`src/rtl/vote_button_control.sv`:
```
// Debounces four raw candidate buttons. It emits one registered vote pulse for each clean single-button press,
// or a one-cycle invalid_press pulse when more than one button is pressed at the same time.
module vote_button_control #(
  parameter int unsigned DEBOUNCE_CYCLES = 4
) (
  input  logic clock,
  input  logic reset,
  input  logic mode,
  input  logic button1,
  input  logic button2,
  input  logic button3,
  input  logic button4,
  output logic candi1_vote_valid,
  output logic candi2_vote_valid,
  output logic candi3_vote_valid,
  output logic candi4_vote_valid,
  output logic invalid_press,
  output logic busy
);

  typedef enum logic [1:0] {
    IDLE         = 2'd0,
    DEBOUNCE     = 2'd1,
    VOTE         = 2'd2,
    WAIT_RELEASE = 2'd3
  } state_t;

  localparam logic [15:0] CNT_MAX = 16'(DEBOUNCE_CYCLES - 1);

  state_t      state_q, state_d;
  logic [15:0] cnt_q, cnt_d;
  logic [3:0]  latch_q, latch_d;
  logic [3:0]  sync1_q, sync2_q;
  logic [3:0]  vote_q, vote_d;
  logic        invalid_q, invalid_d;
  logic [3:0]  pat;
  logic        pat_onehot;

  assign pat        = sync2_q;
  assign pat_onehot = (pat != 4'd0) && ((pat & (pat - 4'd1)) == 4'd0);

  always_ff @(posedge clock) begin
    if (reset) begin
      state_q   <= IDLE;
      cnt_q     <= 16'd0;
      latch_q   <= 4'd0;
      sync1_q   <= 4'd0;
      sync2_q   <= 4'd0;
      vote_q    <= 4'd0;
      invalid_q <= 1'b0;
    end else begin
      state_q   <= state_d;
      cnt_q     <= cnt_d;
      latch_q   <= latch_d;
      sync1_q   <= {button4, button3, button2, button1};
      sync2_q   <= sync1_q;
      vote_q    <= vote_d;
      invalid_q <= invalid_d;
    end
  end

  always_comb begin
    state_d   = state_q;
    cnt_d     = cnt_q;
    latch_d   = latch_q;
    vote_d    = 4'd0;
    invalid_d = 1'b0;
    case (state_q)
      IDLE: begin
        if (!mode && pat != 4'd0) begin
          cnt_d = 16'd0;
          if (pat_onehot) begin
            state_d = DEBOUNCE;
            latch_d = pat;
          end else begin
            state_d   = WAIT_RELEASE;
            invalid_d = 1'b1;
          end
        end
      end
      DEBOUNCE: begin
        // Leaving voting mode abandons the press, but the release must still be debounced.
        if (mode) begin
          state_d = WAIT_RELEASE;
          cnt_d   = 16'd0;
        end else if (pat == latch_q) begin
          if (cnt_q == CNT_MAX) begin
            state_d = VOTE;
            vote_d  = latch_q;
          end else begin
            cnt_d = cnt_q + 16'd1;
          end
        end else if (pat == 4'd0) begin
          state_d = IDLE;
          cnt_d   = 16'd0;
        end else begin
          state_d   = WAIT_RELEASE;
          invalid_d = 1'b1;
          cnt_d     = 16'd0;
        end
      end
      VOTE: begin
        state_d = WAIT_RELEASE;
        cnt_d   = 16'd0;
      end
      WAIT_RELEASE: begin
        if (pat != 4'd0) begin
          cnt_d = 16'd0;
        end else if (cnt_q == CNT_MAX) begin
          state_d = IDLE;
          cnt_d   = 16'd0;
        end else begin
          cnt_d = cnt_q + 16'd1;
        end
      end
      default: state_d = IDLE;
    endcase
  end

  assign candi1_vote_valid = vote_q[0];
  assign candi2_vote_valid = vote_q[1];
  assign candi3_vote_valid = vote_q[2];
  assign candi4_vote_valid = vote_q[3];
  assign invalid_press     = invalid_q;
  assign busy              = (state_q != IDLE);

endmodule

```
`config.mk`:
```
export PLATFORM = sky130hd
export DESIGN_NAME = vote_button_control
export DESIGN_NICKNAME = d
export VERILOG_FILES = /design/src/rtl/vote_button_control.sv
export SDC_FILE = /design/constraint.sdc
export NUM_CORES = 1
export LEC_CHECK = 0
export ABC_CLOCK_PERIOD_IN_PS = 2100
export CORE_ASPECT_RATIO = 1.4
export CORE_UTILIZATION = 30
export DETAILED_ROUTE_END_ITERATION = 10
export PLACE_DENSITY = 0.54
export SLEW_MARGIN = 20
export SYNTH_ARGS = -nofsm -noshare
export SYNTH_HDL_FRONTEND = slang
export SYNTH_SLANG_ARGS = --single-unit
export TNS_END_PERCENT = 1
```
`constraint.sdc`:
```
create_clock -name clock -period 2.1 [get_ports clock]
set_clock_uncertainty 0.1 [all_clocks]
set_input_delay 0.525 -clock clock [delete_from_list [all_inputs] [get_ports clock]]
set_output_delay 0.525 -clock clock [all_outputs]
set_load 0.05 [all_outputs]
```
==> impl_metrics.csv, run 1 <==
group,metric,value,unit
worst_setup_path,worst_setup_path_start_kind,"flop",
worst_setup_path,cp_top_family,"buffers and inverters",
global_route,antenna_found_initial,0,
worst_setup_path,crit_path_top_delay_cell,"clkdlybuf4s50_1",
timing,slew_headroom,0.674,
clock_tree,cts_buffers,5,
min_path,hp-class,"flop to flop",
finish,antennaDiodeCount,0,
placed_design,dpl.cell_count,261,
synthesis,synth_top_area_frac,0.438,
floorplan,dieArea,5630,um^2
timing,fin_crit_sh,0.961,
timing,fmax,0.495,GHz
global_route,first_global_vias,1207,
pwr,peakVddDrop,0.221,mV
worst_setup_path,cp.depth,1,
worst_setup_path,reg2regPathDepth,5,
clock_tree,clkTransAtPathRegs,80,ps
synthesis,synth_nets,178,
clock_tree,cts_root_buf,"clkbuf_8",
synthesis,async_flop_share,0,
status,status,"complete, no violations",
worst_setup_path,reg2reg_slack,140,ps
placed_design,hpwl,2440,um
worst_setup_path,crit_path_end,"candi4_vote_valid",
worst_setup_path,worst_r2r_endpoint,"latch_q[3]",
timing,fin_crit,2020,ps
timing,hold_viol,0,
floorplan,ios,13,
global_route,grt_overflow,0,
timing,setup_viol,0,
finish,nets,210,
routing,vias,1275,
finish,syn2layout_area_growth,25.6,%
synthesis,ys_seq_area_frac,0.438,
clock_tree,cts_tree,"done",
finish,stdcell_count,269,
finish,drive_gt1_frac,0.177,
synthesis,ys_types,42,
synthesis,ys.warnings.count,0,
worst_setup_path,cp-startpoint,"vote_q[3]",
pwr,intPower,1.06,mW
clock_tree,cts_hold_buffers,0,
worst_setup_path,cp_data_required_time,1470,ps
global_route,grt_max_degree,14,
global_route,gr-usage-met3,0.0309,
timing,setup_ws,81.2,ps
timing,drv_slew,0,
clock_tree,cts_sinks,35,
worst_setup_path,end_kind,"output pin",
routing,wl_per_cell,12.0,um
pwr,p_comb_frac,0.197,
global_route,use_met1,0.125,
routing,drc,0,
synthesis,ys_seq_elements,35,
global_route,grt.total_usage,0.124,
worst_setup_path,path_class,"flop to output pin",
synthesis,synth-main-ff-cell,"dfxtp_1",
pwr,static-leakage-power,0.702,nW
pwr,p_clk_frac,0.328,
routing,drt_iter0_drc,35,
routing,wl,3240,um
worst_setup_path,critPathArrivalTime,1390,ps
routing,firstDrtPassIters,4,
floorplan,die_y,88.4,um
synthesis,synthTopCellsByArea,"dfxtp_1 (44%), xor2_1 (4.9%), nor2_1 (4.7%)",
pwr,p_seq_frac,0.475,
worst_setup_path,crit_buf_inv,1,
floorplan,rows,31,
finish,regArea,701,um^2
clock_tree,cts.path.max_buffers,2,
pwr,power_density,741,nW/um^2
worst_setup_path,r2r_start,"pat[3]",
synthesis,synthCells,170,
placed_design,io_buffers,12,
floorplan,die_x,63.7,um
synthesis,syn-cell-area,1600,um^2
timing,grt_setup_unrepaired,"no",
pwr,swShare,0.289,
global_route,grt_pass1_wl,5330,um
clock_tree,htreeDepth,2,
clock_tree,clock_latency,290,ps
pwr,p_switching,0.430,mW
worst_setup_path,crit_chain,"clkdlybuf4s50_1",
synthesis,synth_edf_count,0,
routing,viasPerCell,4.74,
routing,ant_nets,0,
global_route,busiest_layer,"met2",
floorplan,core-area,5160,um^2
clock_tree,post_cts_buffers,0,
placed_design,gp_congestion,0.746,
worst_setup_path,crit_fanout,1,
finish,multiInputGateArea,855,um^2
timing,tightest_slew,487,ps
worst_setup_path,cpPeakStageDelay,790,ps
finish,fill_cells,519,
floorplan,start_util,0.310,
job,max_cap_viol_count,0,
synthesis,yosysTopAreaCell,"dfxtp_1",
placed_design,post-place-ws,-97.1,ps
synthesis,synth_area_per_cell,9.41,um^2
global_route,use_met2,0.234,
timing,tns,0,ps
synthesis,synth_common_cells,"dfxtp_1 (35), nor2_1 (20), nand3_1 (9), xor2_1 (9)",
finish,finalCoreUtilization,0.390,
synthesis,synth_most_common_cell,"dfxtp_1",
power by group through the flow:
| stage | logic [mW] | clock network (mW) | registers, mW |
|---|---|---|---|
| after floorplan | 0.178 | 0 | 0.718 |
| after global placement | 0.294 | 0 | 0.723 |
| after detailed placement | 0.295 | 0 | 0.724 |
| after CTS | 0.296 | 0.504 | 0.708 |
| after global routing | 0.316 | 0.537 | 0.712 |
| final | 0.293 | 0.489 | 0.708 |
metal layers:
metal	vias to the layer above	wire (um)
li1	668	-
met1	586	1370
met2	16	1720
met3	5	78
met4	0	65
met5	-	0
how the worst min path moves through the flow:
stage | from | to | slack [ps] | cells past startpoint
6_report | sync1_q[3] | pat[3] | 330 | 1
3_5_place_dp | sync1_q[3] | pat[3] | 320 | 1
4_1_cts | sync1_q[3] | pat[3] | 320 | 1
3_3_place_gp | sync1_q[3] | pat[3] | 310 | 1
5_1_grt | sync1_q[1] | pat[1] | 340 | 1
2_1_floorplan | sync1_q[0] | pat[0] | 310 | 1
kinds of logic (layout without fill, tap and decap cells):
kind of cell,Yosys count,in the layout,synth area share
xor+xnor,15,15,0.0821
mux,7,7,0.0438
simple gates,78,78,0.283
flops,35,35,0.438
fa+ha+maj,1,1,0.00782
buf+inv,9,42,0.0321
compound gates,25,25,0.113
repair_timing:
item | in CTS | in global routing
endpoints found under the setup margin | 0 | 16
endpoints found under the hold margin | 0 | 0
gates resized for setup | 0 | 1
layout by cell type, fill, tap and decap left out, types with 4 or more instances in the layout:
master / synthesis / layout
nor2b_1: 8 / 8
clkdlybuf4s50_1: 0 / 11
clkbuf_8: 0 / 5
a21oi_1: 4 / 4
buf_4: 2 / 19
xor2_1: 9 / 9
and2_1: 7 / 7
dfxtp_1: 35 / 35
mux2i_1: 7 / 7
nand3_1: 9 / 9
nand4_1: 5 / 5
and4_1: 4 / 4
xnor2_1: 6 / 6
nand2_1: 8 / 8
o21ai_0: 6 / 6
nor2_1: 20 / 20
sequential cells by signal, summed over array words and instances, names as in the netlist:
name           cells
pat                4
vote_q             4
sync1_q            4
invalid_press      1
latch_q            4
cnt_q             16
state_q            2
final cells by class:
cell class | instances | share of cell area
Clock buffer | 5 | 0.0342
Clock inverter | 3 | 0.00996
Inverter | 3 | 0.00560
Multi-Input combinational cell | 126 | 0.425
Sequential cell | 35 | 0.348
Tap cell | 66 | 0.0411
Timing Repair Buffer | 31 | 0.136
stage by stage:
stage | power, mW | hold slack [ps] | cell area (um^2)
after detailed placement | 1.02 | 320 | 1920
after global placement | 1.02 | 315 | 1920
after global routing | 1.57 | 344 | 2010
after floorplan | 0.896 | 314 | 1600
final | 1.49 | 327 | 2010
after CTS | 1.51 | 324 | 2000
Note: power is estimated with default switching activity, not from simulation.
==> run 2: changes to the inputs <==
--- a/config.mk
+++ b/config.mk
@@ -7,9 +7,11 @@
 export LEC_CHECK = 0
 export ABC_CLOCK_PERIOD_IN_PS = 2100
 export CORE_ASPECT_RATIO = 1.4
+export CORE_MARGIN = 2
 export CORE_UTILIZATION = 30
 export DETAILED_ROUTE_END_ITERATION = 10
 export PLACE_DENSITY = 0.54
+export SKIP_CTS_REPAIR_TIMING = 1
 export SLEW_MARGIN = 20
 export SYNTH_ARGS = -nofsm -noshare
 export SYNTH_HDL_FRONTEND = slang
==> impl_metrics.csv, run 2 (synthesis gave the netlist of run 1 again) <==
group,metric,value,unit
clock_tree,cts.path.max_buffers,2,
floorplan,start_util,0.310,
clock_tree,clkTransAtPathRegs,80,ps
floorplan,ios,13,
routing,ant_nets,0,
worst_setup_path,crit_path_top_delay_cell,"clkdlybuf4s50_1",
worst_setup_path,end_kind,"output pin",
routing,drc,0,
timing,tightest_slew,493,ps
global_route,use_met2,0.218,
global_route,grt_pass1_wl,5930,um
worst_setup_path,cp-startpoint,"vote_q[2]",
worst_setup_path,cpPeakStageDelay,790,ps
global_route,grt_max_degree,14,
min_path,hp-class,"flop to flop",
timing,setup_ws,85.4,ps
timing,fin_crit_sh,0.959,
placed_design,post-place-ws,-120,ps
finish,drive_gt1_frac,0.200,
timing,fin_crit,2010,ps
global_route,grt.total_usage,0.126,
global_route,first_global_vias,1321,
finish,layout_common_cells,"dfxtp_1 (35), buf_4 (21), nor2_1 (20)",
min_path,hold_path_end,"pat[2]",
clock_tree,cts_root_buf,"clkbuf_8",
placed_design,hpwl,2430,um
worst_setup_path,crit_buf_inv,1,
pwr,p_clk_frac,0.377,
timing,fmax,0.496,GHz
clock_tree,clock_latency,280,ps
worst_setup_path,reg2reg_slack,140,ps
timing,tns,0,ps
worst_setup_path,reg2regPathDepth,5,
global_route,grt_overflow,0,
pwr,power_density,779,nW/um^2
floorplan,rows,31,
worst_setup_path,worst_setup_path_start_kind,"flop",
finish,nets,212,
routing,vias,1298,
pwr,peakVddDrop,0.342,mV
pwr,swShare,0.266,
min_path,hp-start,"sync1_q[2]",
routing,firstDrtPassIters,4,
routing,wl_per_cell,11.8,um
worst_setup_path,critPathArrivalTime,1390,ps
routing,drt_iter0_drc,60,
clock_tree,cts_buffers,5,
clock_tree,cts_tree,"done",
pwr,static-leakage-power,0.734,nW
worst_setup_path,worst_r2r_endpoint,"latch_q[1]",
finish,mostFrequentLayoutCell,"dfxtp_1",
global_route,antenna_found_initial,0,
timing,hold_slack,332,ps
finish,syn2layout_area_growth,29.1,%
clock_tree,cts_sinks,35,
timing,drv_slew,0,
pwr,p_seq_frac,0.439,
worst_setup_path,path_class,"flop to output pin",
placed_design,io_buffers,12,
finish,regArea,701,um^2
worst_setup_path,cp_data_required_time,1470,ps
floorplan,dieArea,5940,um^2
finish,antennaDiodeCount,0,
routing,wl,3200,um
worst_setup_path,crit_chain,"clkdlybuf4s50_1",
pwr,intPower,1.18,mW
timing,setup_viol,0,
clock_tree,htreeDepth,2,
finish,fill_cells,527,
pwr,p_switching,0.429,mW
pwr,p_comb_frac,0.184,
timing,grt_setup_unrepaired,"no",
global_route,gr-usage-met3,0.0299,
floorplan,die_x,65.7,um
finish,largest_reg_flops,16,
timing,slew_headroom,0.671,
worst_setup_path,r2r_start,"pat[3]",
worst_setup_path,crit_fanout,1,
min_path,hold_depth,1,
routing,viasPerCell,4.79,
placed_design,dpl.cell_count,263,
global_route,use_met1,0.142,
timing,hold_viol,0,
status,status,"complete, no violations",
job,max_cap_viol_count,0,
floorplan,die_y,90.4,um
finish,largest-register,"cnt_q",
finish,multiInputGateArea,871,um^2
global_route,busiest_layer,"met2",
placed_design,gp_congestion,0.763,
worst_setup_path,cp_top_family,"buffers and inverters",
finish,stdcell_count,271,
floorplan,core-area,5160,um^2
## run 2: cell types whose count changed in the layout (fill, tap and decap cells not counted), sizes merged
cell,delta
buf,+2
clkinvlp,-2
clkinv,+1
bufinv,+1
## run 2: routing by layer
layer,up-vias,part of all wire
li1,670,-
met1,610,0.43
met2,16,0.53
met3,2,0.023
met4,0,0.012
met5,-,0
## run 2: area by class of cell
cell class / count / area share
well taps: 66 / 0.0400
repair buffers: 33 / 0.139
clock inverters: 3 / 0.0212
inverters: 3 / 0.00545
multi-input cells: 126 / 0.422
clock buffers: 5 / 0.0333
flip-flops and latches: 35 / 0.339
## run 2: power by group through the flow
stage,logic (mW),registers [mW],clock network (mW)
after global placement,0.294,0.722,0
after detailed placement,0.296,0.721,0
after global routing,0.324,0.709,0.659
final,0.297,0.706,0.607
after CTS,0.297,0.706,0.628
after floorplan,0.178,0.718,0
## run 2: stage by stage
step,total power [mW],utilization,cell area (um^2)
6_report,1.61,0.400,2070
3_3_place_gp,1.02,0.374,1930
2_1_floorplan,0.896,-,1600
5_1_grt,1.69,0.400,2070
4_1_cts,1.63,0.396,2040
3_5_place_dp,1.02,0.374,1930
## run 2: worst max path at each step
stage	to	slack, ps	cells after the start
floorplan	cnt_q[0]	100	7
global placement	cnt_q[2]	-110	8
detailed placement	cnt_q[7]	-120	6
CTS	cnt_q[3]	-50	8
global route	latch_q[1]	0.5	5
finish	candi3_vote_valid	90	1
